## config.mk

```make
export PLATFORM = sky130hd
export DESIGN_NAME = mano_seq_ctrl
export DESIGN_NICKNAME = d
export VERILOG_FILES = /design/src/rtl/mano_seq_ctrl.sv
export SDC_FILE = /design/constraint.sdc
export NUM_CORES = 1
export LEC_CHECK = 0
export CAP_MARGIN = 20
export CORE_MARGIN = 2
export CORE_UTILIZATION = 37
export DETAILED_ROUTE_END_ITERATION = 8
export PLACE_DENSITY = 0.89
export SLEW_MARGIN = 20
export SYNTH_ARGS = -nofsm -noshare
export SYNTH_HDL_FRONTEND = slang
export SYNTH_SLANG_ARGS = --single-unit
export TNS_END_PERCENT = 10
```

## constraint.sdc

```tcl
create_clock -name clk -period 2.08 [get_ports clk]
set_clock_uncertainty 0.15 [all_clocks]
set_input_delay 0.416 -clock clk [delete_from_list [all_inputs] [get_ports clk]]
set_output_delay 0.416 -clock clk [all_outputs]
set_load 0.02 [all_outputs]
```

## src/rtl/mano_seq_ctrl.sv

```systemverilog
// mano_seq_ctrl: Mano run flip-flop, sequence counter, timing decoder and interrupt cycle (MANO_INTERRUPT_EN)
module mano_seq_ctrl (
  input  logic        clk,
  input  logic        rst_n,
  input  logic        start,
  input  logic        hlt,
  input  logic        step,
  input  logic        sc_clr,
  input  logic        ien,
  input  logic        fgi,
  input  logic        fgo,
  output logic        run,
  output logic [3:0]  sc,
  output logic [15:0] t,
  output logic        r,
  output logic        ir_load,
  output logic        ien_clr
);
  logic step_d, step_active, adv, r_clr;
  assign adv = run | step_active;
`ifdef MANO_INTERRUPT_EN
  logic r_set;
  assign r_set = adv & ien & (fgi | fgo) & (sc > 4'd2) & ~r;
  assign r_clr = adv & r & (sc == 4'd2);
  // interrupt-cycle flip-flop: set mid-instruction on a pending flag, cleared when its T2 completes
  always_ff @(posedge clk)
    if (!rst_n) r <= 1'b0;
    else r <= r_set ? 1'b1 : r_clr ? 1'b0 : r;
`else
  logic unused_irq;
  assign unused_irq = ien ^ fgi ^ fgo;
  assign r = 1'b0;
  assign r_clr = 1'b0;
`endif
  // run flip-flop, single-step one-shot and sequence counter
  always_ff @(posedge clk)
    if (!rst_n) begin
      run         <= 1'b0;
      step_d      <= 1'b0;
      step_active <= 1'b0;
      sc          <= 4'd0;
    end else begin
      run         <= hlt ? 1'b0 : start ? 1'b1 : run;
      step_d      <= step;
      step_active <= ~run & step & ~step_d;
      sc          <= (sc_clr | r_clr) ? 4'd0 : adv ? sc + 4'd1 : sc;
    end
  // timing decode and strobes, silent unless advancing
  always_comb begin
    t       = adv ? 16'd1 << sc : 16'd0;
    ir_load = t[1] & ~r;
    ien_clr = r & t[2];
  end
endmodule

```

==> results of run 1 <==
==> cells in the final DEF, fill, tap and decap left out, drive strengths merged <==
cell type | synthesis | routed
dlymetal6s2s | 0 | 1
o21a | 1 | 1
o2111ai | 1 | 1
clkdlybuf4s15 | 0 | 2
o21ai | 6 | 6
nand2 | 1 | 1
clkbuf | 0 | 7
mux2i | 1 | 1
inv | 3 | 3
a21oi | 1 | 1
or3b | 2 | 2
or2 | 1 | 1
nor2 | 12 | 12
and3 | 2 | 2
clkdlybuf4s50 | 0 | 10
ha | 6 | 6
nor3b | 2 | 2
nor3 | 6 | 6
nand3b | 1 | 1
dlygate4sd2 | 0 | 11
nand2b | 3 | 3
dfxtp | 7 | 7
and2 | 1 | 1
a211oi | 1 | 1
conb | 1 | 2
buf | 7 | 6
==> worst reg2reg max path, delay by kind of cell, from the launching register on <==
kind	cells	cell delay, ns
flops	1	0.39
compound gates	1	0.12
simple gates	1	0.36
buf+inv	1	0.19
==> per-stage QoR <==
| step | setup slack (ns) | std cells |
|---|---|---|
| final | 0.01090 | 112 |
| after global routing | -0.05525 | 112 |
| after CTS | -0.2295 | 112 |
| after global placement | 0.02750 | 108 |
| after floorplan | 0.1636 | 67 |
| after detailed placement | 0.008837 | 108 |
==> sequential cells by signal, summed over array words and instances, names as in the netlist <==
signal	count
sc	4
step_d	1
run	1
step_active	1
==> per-layer routing <==
metal	GRT usage (%)	part of all wire [%]	vias to the layer above
li1	-	-	280
met1	17.70	37	259
met2	30.47	56	17
met3	2.174	6.0	2
met4	12.50	0.66	0
met5	0	0	-
==> where the power goes <==
group	leakage [nW]	total (W)	internal (W)	switching (W)
clock	0.0150	0.000121	0.0000731	0.0000476
sequential	0.0590	0.000149	0.000140	0.00000863
combinational	0.343	0.0000621	0.0000316	0.0000305
total	0.417	0.000331	0.000245	0.0000867
==> worst paths after layout <==
path,start,endpoint,slack (ns)
setup reg to reg,run$_SDFFE_PP0P_,sc[1]$_SDFFE_PP0P_,0.80
hold / removal,step_d$_SDFF_PN0_,step_active$_SDFF_PN0_,0.24
hold reg to reg,step_d$_SDFF_PN0_,step_active$_SDFF_PN0_,0.24
setup / recovery,run$_SDFFE_PP0P_,run,0.01
==> cell type report <==
type / count / share of cell area, %
timing repair buffer: 33 / 35.21
sequential: 7 / 17.68
inverter: 3 / 1.372
tap: 15 / 2.287
multi-input combinational: 50 / 40.24
clock buffer: 4 / 3.201
==> repair_timing <==
item	in CTS	in global routing
buffers inserted	0	0
endpoints found under the setup margin	17	18
resized for setup	18	14
==> cell families (layout without fill, tap and decap cells) <==
| family | after synthesis | count (layout) | share of synthesized area, % |
|---|---|---|---|
| mux | 1 | 1 | 1.975 |
| buf+inv | 10 | 40 | 11.11 |
| flops | 7 | 7 | 27.65 |
| other cells | 1 | 2 | 0.7400 |
| compound gates | 10 | 10 | 11.60 |
| simple gates | 31 | 31 | 32.10 |
| fa+ha+maj | 6 | 6 | 14.81 |
==> metrics.txt, run 1 <==
run status=completed; number of synthesized flops with an enable pin=0; critical path startpoint category=flip-flop; proportion of synthesized chip area in sequential cells=27.65%; floorplan core area=1285 um^2; PortBufs=27; cell taking the most area after synthesis=sky130_fd_sc_hd__dfxtp_1; Worst setup EP type=output port; Final Util=63.88%; Synth warnings=0; Synth Register Bits=7; layout overhead on the synthesized area=61.98%; wire length of the first global-routing pass=1835 um; number of design-rule violations left by the first detailed-router iteration=4; clock insertion delay at the later pin of the skew report=0.25 ns; clock tree sinks=7; count of pins over their slew limit=0; RSZ-0062 raised after global routing=true; time the final worst path needs with I/O delays and setup=2.069 ns; setup violators final=0; number of antenna violations at the first check in global routing=0; buffering stage count on the worst path with inverters included=2; total clock buffers created by CTS=3; instance area after placement=804.5 um^2; Setup TNS Final=0 ns; via count of the first global-routing pass=438; ANT cells=0; Crit Path Category=flip-flop to output port; Clk Tree Root Cell=sky130_fd_sc_hd__clkbuf_4; Initial Util=39.44%; combined flip-flop and latch cell area=145.1 um^2; total number of vias=558; half-perimeter wire length after placement=985.1 um; number of rows created at floorplan=13; power density normalized to cell area=403.6 nW/um^2; width of the die=41.01 um; share of final-layout standard cells stronger than drive strength 1=20.62%; Synth async-reset ratio=0%; data required time at the worst endpoint=1.51 ns; I/O pin count=33; Hold Violations, Final=0; cell depth of the worst min-delay path=1; clock-pin slew on the worst setup and hold paths=0.05 ns; total wire length=1205 um; number of iterations in the first detailed-routing pass=2; number of maximum-capacitance violations=0; minimum hold slack=0.2374 ns; GRT Util Overall=16.99%; type of the worst min-delay path=flip-flop to flip-flop; CTS tree=built; quantity of hold-fixing buffers added after cts=0; cells after synthesis=66; portion of synthesized cell area occupied by the leading cell type=27.65%; die outline area=1681 um^2; P_leak=0.4165 nW; number of buffers on the longest clock path=2; Multi-input gate area=330.3 um^2; Post-synth top cells=sky130_fd_sc_hd__nor2_1, sky130_fd_sc_hd__dfxtp_1, sky130_fd_sc_hd__ha_1, sky130_fd_sc_hd__nor3_1, sky130_fd_sc_hd__buf_4; IR Drop Worst-Case VDD=0.2563 mV; endpoint arrival time on the critical path=1.50 ns; Fmax achieved=0.4833 GHz; average via count per standard cell=4.982; crit path max fanout=8; Post-layout nets=113; Critical Path Slowest Stage Cell=sky130_fd_sc_hd__clkdlybuf4s50_1; leading cell type by number of instances after synthesis=sky130_fd_sc_hd__nor2_1; critical path cell sequence=buf_4, clkdlybuf4s50_1; antenna viol nets, final=0; Mapped Avg Cell Area=7.678 um^2; final instance area=820.8 um^2; remaining global-route overflow=0; final weighted congestion of routability-driven global placement=0.8539; most used flip-flop cell after synthesis=sky130_fd_sc_hd__dfxtp_1; area of the mapped netlist=506.7 um^2; detail-routed net length per standard cell=10.76 um; total number of cells along the worst setup path=2; H-Tree Level Count=1; Final Cycle Share=99.48%; overall power of the completed layout=0.0003313 W; top post-synthesis cells by area=sky130_fd_sc_hd__dfxtp_1, sky130_fd_sc_hd__ha_1, sky130_fd_sc_hd__nor2_1; Synth cell types=23; category of cells accounting for the largest share of critical-path delay=buffers and inverters; remaining design rule violation count=0; filler cell count=113; worst stage delay on the critical path=0.59 ns; height of the die=41.01 um; largest net degree at the start of global routing=14; R2R depth=3
Note: power is estimated with default switching activity, not from simulation.
==> run 2, diff against run 1 <==
--- a/config.mk
+++ b/config.mk
@@ -5,10 +5,11 @@
 export SDC_FILE = /design/constraint.sdc
 export NUM_CORES = 1
 export LEC_CHECK = 0
-export CAP_MARGIN = 20
+export CAP_MARGIN = 25
 export CORE_MARGIN = 2
 export CORE_UTILIZATION = 37
 export DETAILED_ROUTE_END_ITERATION = 8
+export GPL_ROUTABILITY_DRIVEN = 0
 export PLACE_DENSITY = 0.89
 export SLEW_MARGIN = 20
 export SYNTH_ARGS = -nofsm -noshare
==> results of run 2 <==
The final DEF is identical to that of run 1; final timing and power are the same.
==> run 3, diff against run 2 <==
--- a/config.mk
+++ b/config.mk
@@ -8,6 +8,7 @@
 export CAP_MARGIN = 25
 export CORE_MARGIN = 2
 export CORE_UTILIZATION = 37
+export CTS_CLUSTER_DIAMETER = 40
 export DETAILED_ROUTE_END_ITERATION = 8
 export GPL_ROUTABILITY_DRIVEN = 0
 export PLACE_DENSITY = 0.89
==> results of run 3 <==
The final DEF is identical to that of run 1; final timing and power are the same.
